===== src/rtl/mac_job_sequencer.sv =====
// Job sequencer for one MAC block: takes a job descriptor, streams operand
// beats into the MAC, waits out its one-cycle latency and returns the result.
module mac_job_sequencer #(
    parameter int MIN_WIDTH  = 8,
    parameter int ACC_WIDTH  = 32,
    parameter int CONF_WIDTH = 3,
    parameter int LEN_WIDTH  = 16
) (
    input  logic                        clk,
    input  logic                        rst,
    input  logic                        job_valid,
    output logic                        job_ready,
    input  logic [1:0]                  job_mode,
    input  logic                        job_acc,
    input  logic [ACC_WIDTH-1:0]        job_init,
    input  logic [LEN_WIDTH-1:0]        job_len,
    input  logic                        op_valid,
    output logic                        op_ready,
    input  logic [MIN_WIDTH-1:0]        op_b,
    input  logic [4*MIN_WIDTH-1:0]      op_a,
    output logic                        res_valid,
    input  logic                        res_ready,
    output logic [ACC_WIDTH-1:0]        res_data,
    output logic                        res_err,
    output logic                        mac_rst,
    output logic                        mac_en,
    output logic [MIN_WIDTH-1:0]        mac_b,
    output logic [MIN_WIDTH-1:0]        mac_a0,
    output logic [MIN_WIDTH-1:0]        mac_a1,
    output logic [MIN_WIDTH-1:0]        mac_a2,
    output logic [MIN_WIDTH-1:0]        mac_a3,
    output logic [ACC_WIDTH+CONF_WIDTH-1:0] mac_cfg,
    input  logic [ACC_WIDTH-1:0]        mac_c
);

    typedef enum logic [2:0] {
        IDLE,
        LOAD,
        RUN,
        DRAIN,
        DONE
    } state_t;

    state_t                 state;
    state_t                 state_nxt;
    logic [LEN_WIDTH-1:0]   cnt;
    logic [1:0]             mode_q;
    logic                   acc_q;
    logic [ACC_WIDTH-1:0]   init_q;
    logic                   len_zero_q;
    logic                   zero_res;

    // Reserved mode and empty multiply-only jobs never trust the MAC output.
    assign zero_res = (mode_q == 2'd3) || (!acc_q && len_zero_q);

    always_ff @(posedge clk) begin
        if (!rst) begin
            state      <= IDLE;
            cnt        <= '0;
            mode_q     <= '0;
            acc_q      <= 1'b0;
            init_q     <= '0;
            len_zero_q <= 1'b0;
            res_data   <= '0;
            res_err    <= 1'b0;
        end else begin
            state <= state_nxt;
            case (state)
                IDLE: begin
                    if (job_valid) begin
                        mode_q     <= job_mode;
                        acc_q      <= job_acc;
                        init_q     <= job_init;
                        cnt        <= job_len;
                        len_zero_q <= (job_len == '0);
                    end
                end
                RUN: begin
                    if (op_valid) begin
                        cnt <= cnt - LEN_WIDTH'(1);
                    end
                end
                DRAIN: begin
                    res_data <= zero_res ? '0 : mac_c;
                    res_err  <= (mode_q == 2'd3);
                end
                default: begin
                end
            endcase
        end
    end

    always_comb begin
        state_nxt = state;
        job_ready = 1'b0;
        op_ready  = 1'b0;
        res_valid = 1'b0;
        mac_rst   = 1'b0;
        mac_en    = 1'b0;
        mac_b     = '0;
        mac_a0    = '0;
        mac_a1    = '0;
        mac_a2    = '0;
        mac_a3    = '0;
        mac_cfg   = '0;
        if (rst) begin
            case (state)
                IDLE: begin
                    job_ready = 1'b1;
                    if (job_valid) begin
                        state_nxt = LOAD;
                    end
                end
                LOAD: begin
                    mac_rst   = 1'b1;
                    mac_cfg   = {init_q, acc_q, mode_q};
                    state_nxt = len_zero_q ? DRAIN : RUN;
                end
                RUN: begin
                    op_ready = 1'b1;
                    mac_cfg  = {init_q, acc_q, mode_q};
                    if (op_valid) begin
                        mac_en = 1'b1;
                        mac_b  = op_b;
                        mac_a0 = op_a[MIN_WIDTH-1:0];
                        mac_a1 = op_a[2*MIN_WIDTH-1:MIN_WIDTH];
                        mac_a2 = op_a[3*MIN_WIDTH-1:2*MIN_WIDTH];
                        mac_a3 = op_a[4*MIN_WIDTH-1:3*MIN_WIDTH];
                        if (cnt == LEN_WIDTH'(1)) begin
                            state_nxt = DRAIN;
                        end
                    end
                end
                DRAIN: begin
                    mac_cfg   = {init_q, acc_q, mode_q};
                    state_nxt = DONE;
                end
                DONE: begin
                    res_valid = 1'b1;
                    if (res_ready) begin
                        state_nxt = IDLE;
                    end
                end
                default: begin
                    state_nxt = IDLE;
                end
            endcase
        end
    end

endmodule


===== config.mk =====
export PLATFORM = sky130hd
export DESIGN_NAME = mac_job_sequencer
export DESIGN_NICKNAME = d
export VERILOG_FILES = /design/src/rtl/mac_job_sequencer.sv
export SDC_FILE = /design/constraint.sdc
export NUM_CORES = 1
export LEC_CHECK = 0
export ABC_AREA = 1
export CAP_MARGIN = 10
export CORE_ASPECT_RATIO = 0.8
export CORE_MARGIN = 10
export CORE_UTILIZATION = 35
export DETAILED_ROUTE_END_ITERATION = 10
export GPL_TIMING_DRIVEN = 0
export PLACE_DENSITY = 0.76
export SYNTH_ARGS = -nofsm -noshare
export SYNTH_HDL_FRONTEND = slang
export SYNTH_SLANG_ARGS = --single-unit

===== constraint.sdc =====
create_clock -name clk -period 1.3 [get_ports clk]
set_input_delay 0.13 -clock clk [delete_from_list [all_inputs] [get_ports clk]]
set_output_delay 0.13 -clock clk [all_outputs]
set_load 0.01 [all_outputs]

# Yosys cells after proc, flatten, opt, wreduce, memory -nomap -nowiden

Index checks and enable logic that the tools add are counted.

Flip-flop bits (word level): 88
Bits in latches: 0
RAM bits: 0
Bits in read-only memories: 0
Input bits: 128
Logic and storage cells: 67
Memories kept: 0

$add $sub $neg: 1
Multipliers: 0
Div/mod/pow operators: 0
$lt $le $gt $ge: 0
Equality and inequality tests: 10
Shift operators: 0
Multiplexer cells: 38
Bitwise gates (word level): 0
Reductions and logical operators: 10

Operators with widths:

| cell                    | count |
|---|---|
| $mux W8                 | 15 |
| $mux W35                | 2 |
| $mux W16                | 2 |
| $mux W32                | 1 |
| $pmux W16 S2            | 1 |
| $eq A16 B1 Y1 const B   | 1 |
| $logic_not A16 Y1       | 1 |
| $sub A16 B1 Y16 const B | 1 |
| $pmux W3 S5             | 1 |
| $mux W1                 | 12 |
| $mux W3                 | 4 |
| $ne A2 B2 Y1 const B    | 4 |
| $eq A3 B2 Y1 const B    | 2 |
| $reduce_and A4 Y1       | 1 |
| $eq A3 B1 Y1 const B    | 1 |
| $eq A3 B3 Y1 const B    | 1 |
| $logic_not A3 Y1        | 1 |
| $reduce_and A3 Y1       | 1 |
| $reduce_or A3 Y1        | 1 |
| $eq A2 B2 Y1 const B    | 1 |
| $reduce_and A2 Y1       | 1 |
| $reduce_bool A2 Y1      | 1 |
| $logic_and A1 B1 Y1     | 1 |
| $logic_not A1 Y1        | 1 |
| $logic_or A1 B1 Y1      | 1 |

# Depth between registers and ports, before layout

Gate-level depths: netlist (run 1).

Depth in word-level cells: 4
Gate-level depth with buffers: 10
Gate-level depth less buffers: 9

# Worst setup path before layout (run 1)

OpenSTA, ideal clock, no wires.

Kind: reg2out
From: register state[2]
To: output mac_a0[0]
Data arrival time: 1417 ps
Setup slack: -247 ps
Cell stages (with the launch flop): 7
Cells stage by stage: dfxtp_1 > nor3_4 > nand2_1 > nor2_1 > inv_2 > buf_2 > nor2_1

Longest elaborated chain between the ends: 3

Ends and longest elaborated chain:

| element                | line | source |
|---|---|---|
| from (decl)            | 44   | `state_t state;` |
| from (signal assigned) | 67   | `state <= state_nxt;` |
| $eq A3 B2 Y1           | 107  | `case (state)` |
| $mux W8                | 107  |  |
| $mux W8                | 106  | `if (rst) begin` |
| to (decl)              | 28   | `output logic [MIN_WIDTH-1:0] mac_a0,` |

Every way passes these cells.

# Worst setup path in the final report (run 1)

From: register state[0]
To: output mac_a2[7]

Longest elaborated chain between the ends: 3

Ends and longest elaborated chain:

| element      | line | source |
|---|---|---|
| $eq A3 B2 Y1 | 107  |  |
| $mux W8      | 107  |  |
| $mux W8      | 106  |  |
| to (decl)    | 30   | `output logic [MIN_WIDTH-1:0] mac_a2,` |

Every way passes these cells.

==> metrics.txt, run 1 <==
status finished, violations left; failing checks negative setup slack; Yosys Warn Count 0; post-synthesis sequential area ratio 40.8%; Worst setup SP type register; critical path's slowest cell dfxtp_4; Initial DRC Count 271; GPL Wtd Cong 0.883; CP max stage delay about 370 ps; CP endpoint kind primary output; Total Wirelength around 21 mm; CTS Root Cell clkbuf_16; Syn Inst Count 660; WP data arrival 1700 ps; Synth Flop Type dfxtp_1; DRT Pass-1 Iters 5; VDD IR max 0.852 mV; Fin. Hold Viols 0; Layout Area Growth over Synthesis 110%; f_max 547 MHz; pwr dens 1360 nW/um2; post-synth top area share 40.8%; Reg2Reg Setup Slack -330 ps; Gate power share 52.1%; initial antenna violation count 1; gr ovfl total 0; clk_skew 8.40 ps; Synth Net Count 790; CTS tree done; Core ar. 12,100 um2; vias per inst a little over 5; Hold WS 336 ps; initial core utilization 35.7%; CTS sink count just under 90; CTS Hold Bufs 0; number of I/O pins roughly 240; worst rel slew slack 44.5%; worst path bufs/invs 3; routed len/inst 18.8 um; Yosys cell types 26; number of global-route vias before repair about 5,000; Sw Share 39.5%; first-pass GRT wire length roughly 28 mm; R2R cell count 9; Hold Crit Start mac_c[27]; CP Class register to primary output; Post-Syn Area around 4300 um2; RSZ-0062 raised after global routing yes; synth top area cells dfxtp_1 (41%), a21oi_1 (10%), o21ai_0 (9.3%); clock power share 20.2%; DR vias 5,685; Internal Power between 7 and 8 mW; I/O Buffers 240; worst slew pin tran 833 ps; Die Height 119 um; Skew-Pair Late Insertion Delay 350 ps; leak pwr between 4 and 5 nW; fraction of layout cells with a size suffix above 1 43.0%; Remaining DRCs 0; die width 144 um; CTS Buffer Depth 2; Slew Viols, Final 0; crit path cell chain nor3_4 -> nand2_2 -> nor2_4 -> inv_4 -> buf_6 -> nor2_1 -> buf_2; worst-path maximum fanout 10; die area 17,200 um2; r2r endpoint cnt[3]; Post-synth EDFFs 0; FP Rows 36; hold endpoint res_data[27]; Worst-path clk slew 70 ps; H-tree depth 3; Final #Nets 1,096; async set or reset register ratio after synthesis 0%; crit path from state[0]; switching pwr 4.89 mW; Hold WC Path Type primary input to register; cell with the most instances after synthesis inv_1; Max Cap Viol 0; Reg power frac 27.7%; Final WS setup -528 ps; post-synthesis register bit count 88; Worst EP required 1170 ps; CP delay by family, top simple AND/OR/NAND/NOR gates; Synth Area per Inst ~6.5 um2; GRT Util Overall 20.2%; Hold Crit Depth 3; period utilization 141%; r2r startpoint state[0]; Final setup viols 168; Antenna Nets Post-Route 0; post-synth top area cell dfxtp_1; Inserted Clock Buffers 9; Post-DP HPWL 13.7 mm; largest net degree at the start of global routing 16; Min Clock Period, post-route 1830 ps; most instantiated cells after synthesis inv_1 (105), nand2_1 (98), a21oi_1 (88), dfxtp_1 (88), o21ai_0 (80); pre-CTS setup slack -805 ps
==> layer usage <==
metal	vias up	part of all wire, %	global-route usage (%)
met3	40	12	10.6
met1	2618	37	23.1
met2	283	49	32.9
met4	0	2.5	4.48
met5	-	0	0
li1	2744	-	-
==> layout make-up <==
cell class	instances	area (um2)
multi-input cells	420	3070
fillers	865	3040
repair buffers	293	2810
flip-flops and latches	88	1780
plain buffers	42	480
inverters	112	463
clock buffers	11	243
well taps	152	190
clock inverters	5	40.0
diodes	1	2.50
==> sequential cells by signal, indices dropped and copies added, names as in the netlist <==
signal	cells
res_data	32
cnt	16
mode_q	2
res_err	1
len_zero_q	1
acc_q	1
state	3
init_q	32
==> through the flow <==
step	std cells	setup TNS [ps]	utilization [%]	instance area, um2	power, mW
after floorplan	660	-4010	-	4490	5.55
after global placement	1052	-92430	58.5	7080	6.96
after detailed placement	1052	-98110	58.5	7080	7.02
after CTS	1093	-31560	63.4	7680	10.5
after global routing	1124	-62150	74.9	9070	13.0
final	1124	-54100	74.9	9070	12.4
==> how the worst max path moves through the flow <==
stage	endpoint	cells after the start
global route	mac_a3[1]	7
global placement	mac_cfg[22]	5
finish	mac_a2[7]	7
CTS	mac_a3[7]	7
detailed placement	mac_cfg[22]	5
floorplan	mac_a0[0]	7
==> cell families after synthesis <==
kind of cell | count (synthesis) | share of synthesized area [%]
buffers and inverters | 154 | 14.0
AOI/OAI and AO/OA | 183 | 21.4
DFF | 88 | 40.8
and+or+nand+nor | 233 | 23.3
adders and majority gates | 2 | 0.579
==> placed cells by master, fill, tap and decap left out, types with 3 or more instances in the layout <==
master	count
clkbuf_16	21
dfxtp_1	83
dfxtp_4	3
inv_1	98
nand2_8	4
nand2_2	9
a21oi_2	66
clkdlybuf4s50_1	126
buf_2	62
inv_4	4
nand3_1	15
nor2_4	6
clkbuf_2	9
o21ai_4	11
a21oi_1	21
clkinvlp_4	3
nand4_1	4
o21ai_0	13
buf_8	17
nor2_2	18
nor4_1	4
clkbuf_1	5
nor2_1	44
o21ai_2	54
buf_4	14
buf_12	6
dlygate4sd2_1	34
o21ai_1	13
inv_2	6
nand2_1	87
buf_6	46
nor3_2	19
nor3_4	20
==> power groups by stage <==
stage	Combinational [mW]	Sequential (mW)	Clock [mW]
2_1_floorplan	2.15	3.41	0
3_3_place_gp	3.57	3.39	0
5_1_grt	6.89	3.47	2.65
3_5_place_dp	3.62	3.41	0
4_1_cts	4.56	3.37	2.53
6_report	6.45	3.42	2.50
==> repair_timing <==
item | CTS | global route
endpoints found under the setup margin | 200 | 167
setup buffers | 18 | 19
pin swaps | 9 | 55
cloned | 7 | 14
resized for setup | 497 | 346
==> worst min-delay path, delay by kind of cell <==
kind / cells / cell delay (ps)
compound gates: 1 / 50
buf+inv: 1 / 390
simple gates: 1 / 60
Note: power is estimated with default switching activity, not from simulation.
==> run 2, diff against run 1 <==
CTS_CLUSTER_SIZE = 20   (was not set)
==> results of run 2 <==
Final layout, timing and power as in run 1 (identical DEF).
==> RTL edit 1 (config.mk and constraints of run 1) <==
Change the parameter `ACC_WIDTH` from 32 to 48.
--- a/src/rtl/mac_job_sequencer.sv
+++ b/src/rtl/mac_job_sequencer.sv
@@ -3,5 +3,5 @@
 module mac_job_sequencer #(
     parameter int MIN_WIDTH  = 8,
-    parameter int ACC_WIDTH  = 32,
+    parameter int ACC_WIDTH  = 48,
     parameter int CONF_WIDTH = 3,
     parameter int LEN_WIDTH  = 16
Ports: changed (resized job_init, mac_c, mac_cfg and res_data); port bits go from 241 to 305. The function was not compared with the original's and may differ.
==> RTL edit 1 against run 1 <==
  * The flow still finishes with violations (setup timing)
  * Via count increased by 22%
  * Utilization decreased by 6.6 points
  * Sequential cell count increased by 32
  * Cell area increased by 18%
  * Largest power group unchanged
  * Setup slack got worse by 0.077 ns
  * Fmax decreased by 4.0%
  * Area after synthesis increased by 28%
  * Wire length increased by 23%
  * Power increased by 38%
==> RTL edit 1: results (changes against run 1) <==
stage,metric,value,unit,change
logic_synthesis,ys_types,25,,-3.8%
cells_and_area,fin_cells,1413,,+26%
worst_setup_path,reg2reg_depth,11,,+2
clock_network,clkLatencyLatePin,0.42,ns,+0.07 ns
power_and_ir_drop,power,17.0,mW,+38%
grt,met2_usage,0.376,,+0.0461
timing,fin_setup_tns,-72.96,ns,-18.86 ns
timing,worst_slack,-0.605,ns,-0.0770 ns
timing,setup_viol,166,,-1.2%
run_status,status,"finished, violations left",,
timing,worst_pin_slew,0.894,ns,+0.0615 ns
grt,grt_pass1_vias,6771,,+32%
min_path,hp-start,mac_c[0],,
place,portBuffers,303,,+26%
min_path,hold_path_end,res_data[0],,
logic_synthesis,synth_adder_area_share,0.00451,,-0.00128
cells_and_area,top_regs,"init_q (48), res_data (48), cnt (16)",,
logic_synthesis,synth_xor_area_frac,0.00158,,+0.00158
power_and_ir_drop,peakVddDrop,1170,µV,+37%
place,place.gp.congestion,0.913,,+3.4%
grt,use_met1,0.245,,+0.0135
timing,clock_skew,0.00987,ns,+0.00147 ns
worst_setup_path,cp.arrival,1.78,ns,+0.08 ns
logic_synthesis,synth_compound_area_frac,0.222,,+0.00798
place,placed_area,9200,µm²,+30%
run_status,violations,setup timing,,
[RTL edit 1: changes by cell type after synthesis, moves of 2 or more]
cell,before,now
o21ai_0,80,124
dfxtp_1,88,120
a21oi_1,88,118
inv_1,105,123
nor3_1,37,53
nand2_1,98,113
o21ai_1,11,0
buf_2,11,20
nor2_1,65,73
buf_1,0,5
clkbuf_1,29,33
inv_2,7,3
nand2_4,2,0
[RTL edit 1: repair_timing]
| item | CTS | global route |
|---|---|---|
| endpoints found under the setup margin | 265 | 216 |
| cloned | 2 | 10 |
| buffers inserted | 14 | 17 |
| pin swaps | 4 | 8 |
| gates resized for setup | 556 | 242 |
| hold buffers | 0 | 0 |
[RTL edit 1: area by class of cell]
type                       count  area (µm²)
buffer                        57         497
inverter                     127         499
clock buffer                  21         480
tap                          215         269
sequential                   120        2410
fill                        1288        4960
multi-input combinational    519        3140
clock inverter                11         169
timing repair buffer         343        3230
[RTL edit 1: tightest hold or removal path, cell delays in order]
cell             delay [ns]
clkdlybuf4s50_1        0.39
nand2_1                0.06
a21oi_1                0.05
[RTL edit 1: worst max-delay path by stage]
stage / from / to / depth (start not counted) / slack, ns
4_1_cts: state[1] / mac_a3[6] / 8 / -0.68
3_3_place_gp: rst / mac_rst / 6 / -1.21
6_report: state[0] / mac_a0[3] / 7 / -0.61
5_1_grt: state[0] / mac_a2[1] / 7 / -0.67
3_5_place_dp: rst / mac_rst / 6 / -1.18
2_1_floorplan: state[1] / mac_a0[4] / 7 / -0.03
[RTL edit 1: through the flow]
step	hold WS [ns]	setup WS [ns]
final	0.260	-0.605
after global routing	0.256	-0.668
after CTS	0.246	-0.679
after detailed placement	0.444	-1.18
after global placement	0.440	-1.21
after floorplan	0.272	-0.0252
==> RTL edit 2 (flow settings as in run 1) <==
Made on the original files. Encoding of `state_t`: now one-hot (5 bits for 5 states).
--- a/src/rtl/mac_job_sequencer.sv
+++ b/src/rtl/mac_job_sequencer.sv
@@ -34,10 +34,10 @@
 );
 
-    typedef enum logic [2:0] {
-        IDLE,
-        LOAD,
-        RUN,
-        DRAIN,
-        DONE
+    typedef enum logic [4:0] {
+        IDLE  = 5'b00001,
+        LOAD  = 5'b00010,
+        RUN   = 5'b00100,
+        DRAIN = 5'b01000,
+        DONE  = 5'b10000
     } state_t;
 
Check against the original RTL: no difference found for any inputs over 10 cycles, from zero or initial values and one cycle with rst low; not proved beyond that.
==> RTL edit 2 against run 1 <==
  * The run still ends with setup timing left
  * Global-route usage decreased by 0.69 points
  * Via count increased by 6.7%
  * Setup slack got worse by 0.13 ns
  * Fmax decreased by 6.7%
  * Wire length increased by 8.6%
  * Cell area increased by 6.3%
  * Area after synthesis increased by 9.8%
  * Sequential cell count increased by 2
  * Non-clock buffer count increased by 15
  * Highest routed layer unchanged
Power is not compared: it rests on default switching activity, and its combinational part moved more than twofold at a synthesized area within 25%.
==> RTL edit 2: results (changes against run 1) <==
stage,metric,value,unit,change
run_status,status,"finished, violations left",,
run_status,violations,setup timing,,
worst_setup_path,r2r_setup_slack,-0.59,ns,-0.26 ns
min_path,hold_path_end,cnt[4],,
place,placed_cells,1137,,+8.1%
detailed_routing,finalWirelength,22.9,mm,+8.6%
grt,grt_pass1_wl,29.3,mm,+5.4%
place,dpl.hpwl,14.2,mm,+3.6%
grt,grt_use_total,0.195,,-0.00692
timing,setup_viol,170,,+1.2%
logic_synthesis,synth_nets,853,,+8.0%
timing,worst_slack,-0.659,ns,-0.131 ns
cells_and_area,fillers,949,,+9.7%
logic_synthesis,synth_compound_area_frac,0.120,,-0.0937
place,placed_area,7480,µm²,+5.7%
detailed_routing,wl_met2,11.8,mm,+14%
detailed_routing,post_drt_wl_per_cell,18.7,µm,-0.53%
detailed_routing,dr.first_iter.drc_count,359,,+32%
detailed_routing,via_count,6068,,+6.7%
worst_setup_path,cp_slowest_stage_delay,0.36,ns,
min_path,whs_path_depth,3,,unchanged
logic_synthesis,ys_types,33,,+27%
cells_and_area,register_area,1810,µm²,+2.2%
timing,whs,0.119,ns,-0.217 ns
worst_setup_path,cp.arrival,1.83,ns,+0.13 ns
place,pre_cts_ws,-0.715,ns,+0.0898 ns
logic_synthesis,synth_area_leaders,"dfxtp_1 (38%), nand2_1 (13%), nand3_1 (9.2%), nor2_1 (7.2%), a21oi_1 (7.2%)",,
worst_setup_path,reg2reg_depth,12,,+3
power_and_ir_drop,peakVddDrop,977,µV,
place,portBuffers,239,,-0.42%
timing,max_slew_margin,0.355,,-0.0901
power_and_ir_drop,p_leak,4.60,nW,
worst_setup_path,crit_family,buffers and inverters,,
logic_synthesis,synth_adder_area_share,0.00527,,-0.000519
grt,met2_usage,0.344,,+0.0142
cells_and_area,diodes,0,,-1
grt,grt_util_met3,0.0892,,-0.0165
grt,grt_pass1_vias,5597,,+9.3%
logic_synthesis,yosys-top-cells-count,"nand2_1 (166), nor2_1 (91), dfxtp_1 (90), nand3_1 (87), inv_1 (71)",,
min_path,hp-start,rst,,
logic_synthesis,syn_avg_cell_area,6.57,µm²,+0.27%
min_path,hp-class,primary input to flip-flop,,
timing,clock_skew,0.00924,ns,+0.000839 ns
worst_setup_path,cp-startpoint,state[1],,
worst_setup_path,cp-endpoint,mac_cfg[33],,
place,place.gp.congestion,0.895,,+1.4%
grt,use_met1,0.212,,-0.0187
logic_synthesis,synth_xor_area_frac,0.00184,,+0.00184
worst_setup_path,worstPathMaxFanout,5,,-5
worst_setup_path,rr_endpoint,cnt[11],,
grt,grt_max_degree,15,,-1
detailed_routing,wl_met3,2.07,mm,-18%
logic_synthesis,yosysSeqAreaShare,0.379,,-0.0281
cells_and_area,drive_gt1_frac,0.436,,+0.00583
timing,fin_setup_tns,-77.07,ns,-22.97 ns
[RTL edit 2: area by class of cell]
cell class / count / area share
timing repair inverter: 2 / 0.00285
tap: 175 / 0.0227
timing repair buffer: 311 / 0.335
inverter: 106 / 0.0475
clock inverter: 4 / 0.00766
buffer: 39 / 0.0379
multi-input combinational: 488 / 0.333
sequential: 90 / 0.188
clock buffer: 12 / 0.0256
[RTL edit 2: power groups by stage]
stage	combinational [mW]	sequential, mW	clock [mW]
after floorplan	1.02	3.09	0
after CTS	1.95	3.08	2.87
after global placement	1.65	3.11	0
after detailed placement	1.68	3.12	0
final	2.59	3.10	2.84
after global routing	2.79	3.12	2.97
[RTL edit 2: repair_timing]
item	in CTS	in global routing
hold endpoints to repair	0	0
cloned	9	10
pin swaps	20	39
resized for setup	460	263
setup buffers	34	27
endpoints found under the setup margin	194	195
